$ cat src/rtl/axi_lite_arb_pkg.sv
// Shared constants for the AXI-Lite request arbiter: FSM encodings, requester
// indices, default error read word and the latched request record.
package axi_lite_arb_pkg;

  localparam logic [1:0] ST_IDLE = 2'd0;
  localparam logic [1:0] ST_BUSY = 2'd1;
  localparam logic [1:0] ST_DONE = 2'd2;

  localparam logic REQ0 = 1'b0;
  localparam logic REQ1 = 1'b1;

  localparam logic [31:0] ERR_RDATA_DEFAULT = 32'hDEADBEEF;

  typedef struct packed {
    logic        we;
    logic [31:0] addr;
    logic [3:0]  be;
    logic [31:0] wdata;
  } req_t;

  // Lone requester wins; on contention the one not granted last time wins.
  function automatic logic rr_pick(input logic [1:0] valid, input logic last_grant);
    logic pick;
    if (valid == 2'b11) pick = ~last_grant;
    else                pick = valid[1];
    return pick;
  endfunction

endpackage

$ cat src/rtl/rr_arb2.sv
// Two-way round-robin arbiter: combinational grant, last-winner register
// updated only when the grant is actually taken.
module rr_arb2
  import axi_lite_arb_pkg::*;
(
  input  logic       clk,
  input  logic       rst,
  input  logic [1:0] valid,
  input  logic       accept,
  output logic       grant,
  output logic       any_valid
);

  logic last_grant;

  assign any_valid = |valid;
  assign grant     = rr_pick(valid, last_grant);

  // Reset to REQ1 so requester 0 wins the first contention.
  always_ff @(posedge clk or posedge rst) begin
    if (rst) begin
      last_grant <= REQ1;
    end else if (accept) begin
      last_grant <= grant;
    end
  end

endmodule

$ cat src/rtl/axi_lite_req_arbiter.sv
// Shares the single-outstanding rd/wr port of the AXI-Lite master bridge between
// two requesters: round-robin grant, one transaction in flight, hang timeout.
module axi_lite_req_arbiter
  import axi_lite_arb_pkg::*;
#(
  parameter int          TIMEOUT_CYCLES = 1024,
  parameter int          TO_W           = 11,
  parameter logic [31:0] ERR_RDATA      = ERR_RDATA_DEFAULT
) (
  input  logic        M_AXI_ACLK,
  input  logic        M_AXI_ARESET,

  input  logic        req0_valid,
  input  logic        req0_we,
  input  logic [31:0] req0_addr,
  input  logic [3:0]  req0_be,
  input  logic [31:0] req0_wdata,
  output logic        req0_ready,
  output logic        req0_done,
  output logic [31:0] req0_rdata,
  output logic        req0_err,

  input  logic        req1_valid,
  input  logic        req1_we,
  input  logic [31:0] req1_addr,
  input  logic [3:0]  req1_be,
  input  logic [31:0] req1_wdata,
  output logic        req1_ready,
  output logic        req1_done,
  output logic [31:0] req1_rdata,
  output logic        req1_err,

  output logic [31:0] rd_addr,
  output logic [3:0]  rd_be,
  output logic        rd_en,
  input  logic [31:0] rd_data,
  input  logic        rd_data_valid,

  output logic [31:0] wr_addr,
  output logic [3:0]  wr_be,
  output logic [31:0] wr_data,
  output logic        wr_en,
  input  logic        wr_done,

  output logic        timeout_flag,
  output logic [1:0]  dbg_state
);

  // Handshake: reqN_valid is a level held with stable fields until the
  // one-cycle reqN_ready pulse; each accepted request gets exactly one
  // reqN_done pulse. The bridge sees level enables and answers with one strobe.

  localparam logic [TO_W-1:0] TO_LAST = TO_W'(TIMEOUT_CYCLES - 1);

  logic [1:0]      state;
  req_t            cur;
  req_t            req_sel;
  logic            owner;
  logic [TO_W-1:0] to_cnt;

  logic            grant;
  logic            any_valid;
  logic            accept;
  logic            complete;
  logic            expire;
  logic            finish;
  logic [31:0]     result;

  rr_arb2 u_rr_arb2 (
    .clk       (M_AXI_ACLK),
    .rst       (M_AXI_ARESET),
    .valid     ({req1_valid, req0_valid}),
    .accept    (accept),
    .grant     (grant),
    .any_valid (any_valid)
  );

  assign accept  = (state == ST_IDLE) && any_valid;
  assign req_sel = (grant == REQ1)
                 ? '{we: req1_we, addr: req1_addr, be: req1_be, wdata: req1_wdata}
                 : '{we: req0_we, addr: req0_addr, be: req0_be, wdata: req0_wdata};

  // Only the strobe matching the in-flight direction counts as completion.
  assign complete = (state == ST_BUSY) && (cur.we ? wr_done : rd_data_valid);
  assign expire   = (state == ST_BUSY) && (to_cnt == TO_LAST) && !complete;
  assign finish   = complete || expire;
  assign result   = complete ? rd_data : ERR_RDATA;

  always_ff @(posedge M_AXI_ACLK or posedge M_AXI_ARESET) begin
    if (M_AXI_ARESET) begin
      state  <= ST_IDLE;
      cur    <= '0;
      owner  <= REQ0;
      to_cnt <= '0;
    end else begin
      case (state)
        ST_IDLE: begin
          if (accept) begin
            state  <= ST_BUSY;
            cur    <= req_sel;
            owner  <= grant;
            to_cnt <= '0;
          end
        end
        ST_BUSY: begin
          to_cnt <= to_cnt + TO_W'(1);
          if (finish) state <= ST_DONE;
        end
        ST_DONE: state <= ST_IDLE;
        default: state <= ST_IDLE;
      endcase
    end
  end

  // Per-requester result registers hold until that requester's next completion.
  always_ff @(posedge M_AXI_ACLK or posedge M_AXI_ARESET) begin
    if (M_AXI_ARESET) begin
      req0_rdata   <= '0;
      req0_err     <= 1'b0;
      req1_rdata   <= '0;
      req1_err     <= 1'b0;
      timeout_flag <= 1'b0;
    end else if (finish) begin
      if (owner == REQ0) begin
        req0_rdata <= result;
        req0_err   <= expire;
      end else begin
        req1_rdata <= result;
        req1_err   <= expire;
      end
      if (expire) timeout_flag <= 1'b1;
    end
  end

  assign req0_ready = accept && (grant == REQ0);
  assign req1_ready = accept && (grant == REQ1);
  assign req0_done  = (state == ST_DONE) && (owner == REQ0);
  assign req1_done  = (state == ST_DONE) && (owner == REQ1);

  // Enables decode straight from the state register so reset drops them at once.
  assign rd_en   = (state == ST_BUSY) && !cur.we;
  assign wr_en   = (state == ST_BUSY) &&  cur.we;
  assign rd_addr = cur.addr;
  assign rd_be   = cur.be;
  assign wr_addr = cur.addr;
  assign wr_be   = cur.be;
  assign wr_data = cur.wdata;

  assign dbg_state = state;

endmodule

$ cat config.mk
export PLATFORM = sky130hd
export DESIGN_NAME = axi_lite_req_arbiter
export DESIGN_NICKNAME = d
export VERILOG_FILES = /design/src/rtl/axi_lite_arb_pkg.sv /design/src/rtl/rr_arb2.sv /design/src/rtl/axi_lite_req_arbiter.sv
export SDC_FILE = /design/constraint.sdc
export NUM_CORES = 1
export LEC_CHECK = 0
export ABC_AREA = 0
export CAP_MARGIN = 20
export CORE_MARGIN = 3
export CORE_UTILIZATION = 46
export CTS_CLUSTER_DIAMETER = 50
export DETAILED_ROUTE_END_ITERATION = 6
export GPL_TIMING_DRIVEN = 0
export PLACE_DENSITY_LB_ADDON = 0.08
export SLEW_MARGIN = 20
export SYNTH_ARGS = -nofsm -noshare
export SYNTH_HDL_FRONTEND = slang
export SYNTH_SLANG_ARGS = --single-unit
export TNS_END_PERCENT = 20
$ cat constraint.sdc
create_clock -name M_AXI_ACLK -period 12.41 [get_ports M_AXI_ACLK]
set_input_delay 3.723 -clock M_AXI_ACLK [delete_from_list [all_inputs] [get_ports M_AXI_ACLK]]
set_output_delay 3.723 -clock M_AXI_ACLK [all_outputs]
set_load 0.05 [all_outputs]
Yosys cells after proc, flatten, opt, wreduce, memory -nomap -nowiden
Index checks and enable logic that the tools add are counted.
{"block": "word_totals", "reg_bits": 151, "in_bits": 176, "out_inout_bits": 179, "elab_cells": 54}
{"block": "classes", "addsub": 1, "n_eq_ne": 6, "mux": 9, "n_bitwise": 3, "n_reduce_logical": 22}
{"op": "$mux 69", "count": 1}
{"op": "$mux 32", "count": 1}
{"op": "$pmux 11 s2", "count": 1}
{"op": "$reduce_and 2->1", "count": 6}
{"op": "$add 11x1->11 const B", "count": 1}
{"op": "$eq 11x10->1 const B", "count": 1}
{"op": "$mux 11", "count": 1}
{"op": "$logic_and 1x1->1", "count": 10}
{"op": "$eq 2x2->1 const B", "count": 2}
{"op": "$mux 2", "count": 2}
{"op": "$ne 2x2->1 const B", "count": 2}
{"op": "$pmux 2 s2", "count": 1}
{"op": "$not 1->1", "count": 3}
{"op": "$eq 2x1->1 const B", "count": 1}
{"op": "$logic_not 1->1", "count": 2}
{"op": "$logic_not 2->1", "count": 1}
{"op": "$mux 1", "count": 2}
{"op": "$reduce_bool 2->1", "count": 1}
{"op": "$reduce_or 2->1", "count": 1}
{"op": "$logic_or 1x1->1", "count": 1}

Depth between registers and ports, before layout
Gate-level depths: netlist of run 1.
{"block": "logic_depth", "depth_word": 7, "mapped_depth": 7, "depth_no_buf": 4}

Modules after synthesis
From an unflattened synthesis of run 1, not the netlist that was laid out.
{"block": "hier_totals", "hier_cells": 797, "hier_area_um2": 8119.0}
{"module": "axi_lite_req_arbiter", "n_inst": 1, "cells_each": 792, "area_each_um2": 8056.5, "seq_area_each_um2": 3753.6}
{"module": "rr_arb2", "n_inst": 1, "cells_each": 5, "area_each_um2": 62.6, "seq_area_each_um2": 26.3}

Worst setup path after synthesis of run 1
No wires, ideal clock.
{"block": "synth_path", "path_kind": "input -> output", "from": "input req1_valid", "to": "output req0_ready", "arrival_time_ns": 4.552, "required_ns": 8.687, "setup_slack_ns": 4.135, "path_stages": 3, "n_path_buf": 1, "path_cell_list": "a21bo_2 > nor3b_4 > buf_6"}
{"block": "synth_via", "elab_chain_len": 4, "word_cells_on_any_way": 6, "classes_between": "1 x eq/ne; 1 x mux; 1 x bitwise; 3 x reduce/logical"}
{"element": "start, declared", "line": "axi_lite_req_arbiter.sv:23", "source": "input logic req1_valid,"}
{"element": "$eq 2x2->1", "line": "axi_lite_arb_pkg.sv:24", "source": "if (valid == 2'b11) pick = ~last_grant;"}
{"element": "$mux 1", "line": "axi_lite_arb_pkg.sv:24"}
{"element": "$not 1->1", "line": "axi_lite_req_arbiter.sv:135", "source": "assign req0_ready = accept && (grant == REQ0);"}
{"element": "$logic_and 1x1->1 *", "line": "axi_lite_req_arbiter.sv:135"}
{"element": "end, declared", "line": "axi_lite_req_arbiter.sv:18", "source": "output logic req0_ready,"}
Mark *: on every way between the ends. The rest lies on a longest branch, timed or not.

Final worst setup path of run 1
{"block": "layout_path", "from": "input req1_valid", "to": "output req1_ready"}
{"block": "layout_via", "elab_chain_len": 3, "word_cells_on_any_way": 5, "classes_between": "1 x eq/ne; 1 x mux; 3 x reduce/logical"}
{"element": "$eq 2x2->1 / $reduce_or 2->1 (equally long branches)", "line": "axi_lite_arb_pkg.sv:24, rr_arb2.sv:16"}
{"element": "$mux 1 / $logic_and 1x1->1 (equally long branches)", "line": "axi_lite_arb_pkg.sv:24, axi_lite_req_arbiter.sv:78"}
{"element": "$logic_and 1x1->1 *", "line": "axi_lite_req_arbiter.sv:136", "source": "assign req1_ready = accept && (grant == REQ1);"}
{"element": "end, declared", "line": "axi_lite_req_arbiter.sv:28", "source": "output logic req1_ready,"}
Marked as above.

==> results.py, run 1 <==
metrics = {
    "outcome": {
        "status": "finished, final reports clean",
    },
    "power_and_ir_drop": {
        "irDropWorstVdd_mv": 0.311,
        "p_leak_nw": 5.07,
        "power_density_nw_per_um2": 330,
    },
    "clock_network": {
        "clk_pin_slew_ns": 0.06,
        "holdBufCountCts": 0,
        "cts_root_buffer": "clkbuf_16",
        "cts_setup_buffers": 0,
        "cts_buffers": 17,
        "cts_buffer_depth": 2,
        "cts-resized-gates": 0,
        "htree_levels": 4,
        "clk_latency_ns": 0.43,
        "cts_sinks": 151,
        "tritoncts": "yes",
    },
    "drt": {
        "top_layer_used": "met5",
        "wl_met3_um": 2710,
        "drt-total-wl_um": 28100,
        "ant_nets": 0,
        "drt-wirelength-per-cell_um": 20.8,
        "dr_wl_met2_um": 14600,
        "drc": 0,
        "drt-initial-drc-count": 507,
        "wl_met1_um": 9950,
        "avgViaCountPerCell": 5.73,
        "vias": 7733,
        "dr.pass1.iters": 5,
    },
    "global_routing": {
        "grt_pass1_wl_um": 42300,
        "overflow": 0,
        "grt_max_degree": 91,
        "grt_pass1_vias": 7765,
        "grt_usage_pct": 29.0,
        "antenna_found_initial": 1,
    },
    "min_path": {
        "min_from": "timeout_flag",
        "hold_path.class": "reg -> reg",
    },
    "timing": {
        "worst_pin_slew_ns": 1.02,
        "fin_skew_ns": 0.0151,
        "max_freq_ghz": 0.103,
        "tns_ns": 0,
        "fin_hold_ws_ns": 0.478,
        "timing.final.hold_violations": 0,
        "relSlewSlack_pct": 31.9,
        "fin_crit_sh_pct": 78.4,
        "min_period_ns": 9.74,
        "slew_viol_final": 0,
        "final-setup-viol-count": 0,
        "rsz0062_at_grt": "no",
    },
    "yosys": {
        "ys_ff_latch": 151,
        "syn-cell-area_sq_um": 7950,
        "avgSynthCellArea_sq_um": 10.7,
        "synthCells": 741,
        "synth-seq-area-share_pct": 47.5,
        "synth_cell_type_count": 55,
        "synth_edf_count": 0,
        "synth_warnings": 0,
        "syn_nets": 918,
        "synthArstFlopShare_pct": 100,
        "synthFlopType": "dfrtp_1",
    },
    "layout": {
        "finalNetCount": 1292,
        "layout_commonest_cell": "clkdlybuf4s50_1",
        "final_cell_mix": "clkdlybuf4s50_1 (354), dfrtp_1 (150), buf_4 (104)",
        "area_growth_pct": 55.7,
        "layout-drive-gt1-share_pct": 16.1,
        "nFillCells": 1243,
    },
    "critical_path": {
        "cp-startpoint": "req1_valid",
        "critical_path_class": "in -> out",
        "cp.arrival_ns": 6.01,
        "r2r-start": "to_cnt[0]",
        "crit_fanout": 10,
        "endpoint_kind": "output port",
        "cp.required_ns": 8.69,
        "start_kind": "input port",
    },
    "placement": {
        "gp_congestion": 0.872,
        "io_buffer_count": 354,
        "dp_hpwl_um": 21400,
    },
    "job": {
        "maxCapViolCount": 0,
    },
    "die": {
        "core-area_sq_um": 16800,
        "die_h_um": 137,
        "ios": 355,
        "die_area_sq_um": 18900,
        "start_util_pct": 47.4,
        "core.rowCount": 47,
        "die_w_um": 137,
    },
}
==> metrics by stage <==
step | setup WS (ns) | instance area [sq um] | std cells | util, % | power (mW)
2_1_floorplan | 4.14 | 7950 | 741 | - | 2.74
3_3_place_gp | 2.42 | 11800 | 1315 | 70.2 | 3.54
3_5_place_dp | 2.67 | 11800 | 1316 | 70.4 | 3.58
4_1_cts | 2.67 | 12400 | 1348 | 73.8 | 4.10
5_1_grt | 2.61 | 12400 | 1348 | 73.8 | 4.28
6_report | 2.67 | 12400 | 1349 | 73.8 | 4.09
==> area by class of cell <==
class	count	area, sq um	share of cell area (%)
timing repair buffer	355	3570	28.9
multi-input combinational	406	2960	23.9
inverter	4	22.5	0.182
clock inverter	14	130	1.05
clock buffer	18	439	3.55
buffer	180	1200	9.66
antenna	1	2.50	0.0202
tap	220	275	2.22
sequential	151	3780	30.5
==> Yosys cell counts, types with 2 or more instances <==
master	count	share of area, %
dfrtp_1	150	47
buf_4	104	9.8
a21oi_1	97	6.1
a221o_1	69	8.7
o21a_1	69	6.5
o32ai_1	46	5.1
clkbuf_1	44	2.1
o21ai_0	40	2.5
a32oi_1	16	1.8
buf_6	15	2.1
buf_2	14	0.88
mux2i_1	5	0.63
nand2_1	5	0.24
nand3_1	4	0.25
nor2_1	4	0.19
and3_1	3	0.24
buf_1	3	0.14
inv_1	3	0.14
nand4_1	3	0.24
or4_1	3	0.28
a21oi_2	2	0.22
a31oi_1	2	0.16
nand2b_1	2	0.16
nor3b_1	2	0.19
o211ai_1	2	0.19
o22ai_1	2	0.16
o31ai_1	2	0.19
o32ai_2	2	0.41
or3b_2	2	0.22
==> sequential cells by signal, summed over array words and instances (netlist names) <==
name / cells
u_rr_arb2.last_grant: 1
req0_rdata: 32
dbg_state: 2
rd_be: 4
req1_err: 1
req0_err: 1
wr_data: 32
timeout_flag: 1
owner: 1
req1_rdata: 32
cur: 1
rd_addr: 32
to_cnt: 11
==> power by group <==
group	switching [mW]	internal [mW]	leakage (nW)	total, mW
combinational	1.64	1.06	2.92	2.70
sequential	0.179	0.710	1.86	0.889
clock	0.231	0.271	0.283	0.502
total	2.05	2.04	5.07	4.09
==> worst paths after layout <==
path / slack [ns] / endpoint / depth (start not counted)
max: 2.67 / req1_ready / 5
min reg2reg: 0.48 / timeout_flag / 1
max reg2reg: 10.08 / req0_rdata[14] / 5
min: 0.48 / timeout_flag / 1
min in group asynchronous: 3.72 / wr_data[27] / 2
max in group asynchronous: 7.90 / req1_rdata[19] / 3
==> routing by layer <==
metal,up-vias,global-route usage (%)
li1,3515,-
met1,3743,33.1
met2,426,51.4
met3,47,8.88
met4,2,9.81
met5,-,0
==> logic make-up after synthesis <==
family / synth area share (%)
buffers and inverters: 15.2
multiplexers: 0.771
flip-flops: 47.5
AO/OA/AOI/OAI: 32.6
adder cells (fa/ha/maj): 0.157
AND/OR/NAND/NOR: 3.57
XOR/XNOR: 0.110
==> worst max-delay path: stages <==
cell and delay [ns]:
clkdlybuf4s50_1 0.47, a21bo_2 0.26, nor2_2 0.37, buf_2 0.34, clkdlybuf4s50_1 0.85
No activity file was read; power rests on OpenSTA's default activity.
==> inputs of run 2 (changes only) <==
Settings changed: CORE_UTILIZATION 46 to 38.
Clock period 12.41 ns to 8.95 ns, I/O delays scaled along.
==> results.py, run 2 (same netlist as run 1, synthesis figures left out) <==
metrics = {
    "outcome": {
        "status": "finished, final reports clean",
    },
    "timing": {
        "worst_pin_slew_ns": 1.08,
        "timing.final.hold_violations": 0,
        "final-setup-viol-count": 0,
        "relSlewSlack_pct": 28.1,
        "fin_crit_sh_pct": 85.4,
        "fin_skew_ns": 0.0118,
        "fin_hold_ws_ns": 0.490,
        "max_freq_ghz": 0.131,
        "rsz0062_at_grt": "no",
        "min_period_ns": 7.65,
        "tns_ns": 0,
        "slew_viol_final": 0,
    },
    "global_routing": {
        "grt_usage_pct": 24.3,
        "grt_max_degree": 102,
        "grt_pass1_vias": 7490,
        "antenna_found_initial": 1,
        "grt_pass1_wl_um": 42800,
        "overflow": 0,
    },
    "die": {
        "die_h_um": 151,
        "die_area_sq_um": 22700,
        "core-area_sq_um": 20400,
        "start_util_pct": 39.0,
        "die_w_um": 151,
        "core.rowCount": 52,
        "ios": 355,
    },
    "min_path": {
        "min_from": "to_cnt[8]",
        "hold_path.class": "reg -> reg",
        "holdPathStages": 1,
        "holdPathEnd": "to_cnt[8]",
    },
    "clock_network": {
        "clk_latency_ns": 0.43,
        "holdBufCountCts": 0,
        "cts_sinks": 151,
        "cts_buffers": 17,
        "clk_pin_slew_ns": 0.06,
        "htree_levels": 4,
        "cts_root_buffer": "clkbuf_16",
        "cts_setup_buffers": 0,
        "tritoncts": "yes",
        "cts-resized-gates": 0,
        "cts_buffer_depth": 2,
    },
    "critical_path": {
        "endpoint_kind": "output port",
        "cp.required_ns": 6.27,
        "r2r-start": "to_cnt[0]",
        "crit_top_cell": "clkdlybuf4s50_1",
        "critical_path_class": "in -> out",
        "rr_worst_depth": 5,
        "critPathMaxStageDelay_ns": 0.89,
        "cp.arrival_ns": 4.96,
        "critPathSlowestCell": "clkdlybuf4s50_1",
        "timing.rr.end": "req0_rdata[20]",
        "crit_fanout": 10,
        "start_kind": "input port",
        "crit_chain": "clkdlybuf4s50_1, a21bo_2, nor2_2, buf_2, clkdlybuf4s50_1",
        "worst-r2r-setup-slack_ns": 6.59,
    },
    "layout": {
        "finalNetCount": 1292,
        "final_cell_mix": "clkdlybuf4s50_1 (354), dfrtp_1 (150), buf_4 (104)",
        "fin_util_pct": 61.3,
        "area_growth_pct": 57.0,
        "layout_commonest_cell": "clkdlybuf4s50_1",
        "layout-drive-gt1-share_pct": 16.1,
        "n_antenna_cell": 0,
    },
    "drt": {
        "drt-wirelength-per-cell_um": 20.4,
        "drt-initial-drc-count": 396,
        "vias": 7503,
        "dr.pass1.iters": 4,
        "drt-total-wl_um": 28500,
        "drc": 0,
        "ant_nets": 0,
        "avgViaCountPerCell": 5.37,
    },
    "power_and_ir_drop": {
        "power_density_nw_per_um2": 458,
        "clkPwrFrac_pct": 13.3,
        "irDropWorstVdd_mv": 0.400,
        "p_int_mw": 2.90,
        "p_leak_nw": 5.08,
        "pwr-share-seq_pct": 21.4,
        "combPwrFrac_pct": 65.3,
        "power.switching_mw": 2.82,
        "swShare_pct": 49.2,
        "total_power_mw": 5.72,
    },
    "placement": {
        "gp_congestion": 0.828,
        "io_buffer_count": 354,
        "dp_hpwl_um": 21400,
    },
    "job": {
        "maxCapViolCount": 0,
    },
}
## run 2: cell count changes in the layout (fill, tap and decap cells not counted), sizes merged
cell / before / now
bufinv: 0 / 3
clkinv: 5 / 2
clkinvlp: 0 / 3
inv: 13 / 10
clkbuf: 62 / 61
diode: 1 / 0
## run 2: worst max-delay path, delay by kind of cell
family | cells | cell delay [ns]
AND/OR/NAND/NOR | 1 | 0.32
buffers and inverters | 3 | 1.69
AO/OA/AOI/OAI | 1 | 0.25
## run 2: power groups by stage
stage               Sequential (mW)  Clock [mW]  Combinational, mW
finish                         1.22       0.761               3.74
global route                   1.26       0.803               3.94
CTS                            1.22       0.774               3.75
detailed placement             1.23           0               3.74
global placement               1.23           0               3.71
floorplan                      1.58           0               2.22
## run 2: per-stage QoR
step	area (sq um)	setup slack, ns	instances
final	12500	1.30	1397
after global routing	12500	1.22	1397
after CTS	12500	1.27	1397
after detailed placement	11900	1.30	1366
after global placement	11800	-0.210	1365
after floorplan	7950	2.20	741
## run 2: worst max-delay path by stage
stage	from	to	slack (ns)	cells after the start
finish	req1_valid	req1_ready	1.30	5
global route	req1_valid	req1_ready	1.22	5
CTS	req1_valid	req0_ready	1.27	5
detailed placement	req1_valid	req1_ready	1.30	5
global placement	M_AXI_ARESET	rd_addr[9]	-0.21	2
floorplan	M_AXI_ARESET	cur[68]	2.20	1
## run 2: routing by layer
metal / vias to the layer above / track usage [%] / wire length [um]
met5: - / 0 / 9
met4: 2 / 6.48 / 439
met3: 24 / 8.07 / 2690
met2: 329 / 40.6 / 14200
met1: 3630 / 30.4 / 11100
li1: 3518 / - / -
## run 2: area by class of cell
cell class                 count  area, sq um
buffer                       180         1200
clock buffer                  17          425
clock inverter                14          188
fill                        1728         7880
inverter                       4         22.5
multi-input combinational    406         2960
sequential                   151         3780
tap                          270          338
timing repair buffer         355         3570
==> inputs of run 3 (changes only) <==
Settings changed: CORE_MARGIN 3 to 2, CORE_UTILIZATION 38 to 39, CTS_BUF_LIST set to sky130_fd_sc_hd__clkbuf_8.
==> results.py, run 3 (same netlist as run 1, synthesis figures left out) <==
metrics = {
    "drt": {
        "vias": 7509,
        "ant_nets": 0,
        "drt-total-wl_um": 27700,
        "avgViaCountPerCell": 5.38,
        "drc": 0,
        "drt-initial-drc-count": 325,
        "dr.pass1.iters": 5,
        "drt-wirelength-per-cell_um": 19.8,
    },
    "timing": {
        "fin_hold_ws_ns": 0.499,
        "rsz0062_at_grt": "no",
        "fin_crit_sh_pct": 85.4,
        "final-setup-viol-count": 0,
        "max_freq_ghz": 0.131,
        "min_period_ns": 7.65,
        "timing.final.hold_violations": 0,
        "relSlewSlack_pct": 24.5,
        "worst_pin_slew_ns": 1.13,
        "slew_viol_final": 0,
        "fin_skew_ns": 0.0174,
    },
    "layout": {
        "nFillCells": 1732,
        "layout_commonest_cell": "clkdlybuf4s50_1",
        "fin_util_pct": 60.9,
        "area_growth_pct": 54.0,
        "finalNetCount": 1292,
        "final_cell_mix": "clkdlybuf4s50_1 (354), dfrtp_1 (150), buf_4 (104)",
        "layout-drive-gt1-share_pct": 16.1,
        "n_antenna_cell": 0,
    },
    "power_and_ir_drop": {
        "combPwrFrac_pct": 68.0,
        "pwr-share-seq_pct": 22.5,
        "power.switching_mw": 2.79,
        "swShare_pct": 51.0,
        "p_leak_nw": 4.97,
        "irDropWorstVdd_mv": 0.374,
        "power_density_nw_per_um2": 447,
        "p_int_mw": 2.68,
        "clkPwrFrac_pct": 9.5,
    },
    "die": {
        "die_w_um": 147,
        "die_area_sq_um": 21500,
        "ios": 355,
        "die_h_um": 147,
        "start_util_pct": 39.6,
        "core-area_sq_um": 20100,
        "core.rowCount": 52,
    },
    "clock_network": {
        "clk_latency_ns": 0.46,
        "cts_buffer_depth": 2,
        "cts_root_buffer": "clkbuf_8",
        "holdBufCountCts": 0,
        "clk_pin_slew_ns": 0.08,
        "cts_setup_buffers": 0,
        "tritoncts": "yes",
        "cts-resized-gates": 0,
        "cts_buffers": 17,
        "htree_levels": 4,
        "cts_sinks": 151,
    },
    "placement": {
        "io_buffer_count": 354,
        "dp_hpwl_um": 21100,
        "gp_congestion": 0.839,
    },
    "outcome": {
        "status": "finished, final reports clean",
    },
    "critical_path": {
        "critPathMaxStageDelay_ns": 0.90,
        "worst-path-buf-inv": 3,
        "crit_top_cell": "clkdlybuf4s50_1",
        "crit_chain": "clkdlybuf4s50_1, a21bo_2, nor2_2, buf_2, clkdlybuf4s50_1",
        "endpoint_kind": "output port",
        "critPathTopFamily": "buffers and inverters",
        "critical_path_class": "in -> out",
        "cp.required_ns": 6.27,
        "cp.arrival_ns": 4.96,
        "cp-startpoint": "req1_valid",
        "crit_fanout": 10,
        "r2r-start": "to_cnt[0]",
        "start_kind": "input port",
        "critPathSlowestCell": "clkdlybuf4s50_1",
    },
    "global_routing": {
        "overflow": 0,
        "grt_pass1_vias": 7608,
        "grt_usage_pct": 25.6,
        "grt_max_degree": 102,
        "grt_pass1_wl_um": 43200,
        "antenna_found_initial": 0,
    },
    "min_path": {
        "min_from": "to_cnt[8]",
        "hold_path.class": "reg -> reg",
    },
    "job": {
        "maxCapViolCount": 0,
    },
}
## run 3: changes by cell type in the layout (fill, tap and decap cells not counted)
cell	before	now
clkbuf_16	17	0
clkbuf_8	0	17
bufinv_16	3	1
clkinvlp_4	3	5
## run 3: worst paths after layout
path / slack [ns] / to / cells past startpoint
max: 1.30 / req1_ready / 5
min: 0.50 / to_cnt[8] / 1
max reg2reg: 6.62 / req0_rdata[17] / 5
min reg2reg: 0.50 / to_cnt[8] / 1
max in group asynchronous: 5.49 / u_rr_arb2.last_grant / 3
min in group asynchronous: 2.62 / wr_data[10] / 2
## run 3: per-layer routing
| layer | GRT usage [%] | part of all wire, % |
|---|---|---|
| met1 | 31.1 | 39 |
| met2 | 42.9 | 50 |
| met3 | 7.86 | 8.5 |
| met4 | 9.37 | 2.7 |
| met5 | 0 | 0 |
## run 3: per-stage QoR
stage	setup TNS, ns	setup slack (ns)	area, sq um	power (mW)	std cells
6_report	0	1.30	12200	5.47	1397
5_1_grt	0	1.16	12200	5.75	1397
4_1_cts	0	1.25	12200	5.50	1397
3_5_place_dp	0	1.26	11900	4.97	1366
3_3_place_gp	-22.89	-0.164	11800	4.93	1365
2_1_floorplan	0	2.20	7950	3.81	741
## run 3: final cells by class
type                       count  area (sq um)  area share, %
clock buffer                  17           234           1.91
buffer                       180          1200           9.77
sequential                   151          3780           30.9
clock inverter                14           143           1.16
inverter                       4          22.5          0.184
timing repair buffer         355          3570           29.2
tap                          270           338           2.76
multi-input combinational    406          2960           24.2
## run 3: power groups by stage
stage          Sequential, mW  Clock (mW)  Combinational (mW)
6_report                 1.23       0.521                3.72
5_1_grt                  1.27       0.558                3.92
4_1_cts                  1.23       0.531                3.74
3_5_place_dp             1.24           0                3.73
3_3_place_gp             1.23           0                3.70
2_1_floorplan            1.58           0                2.22
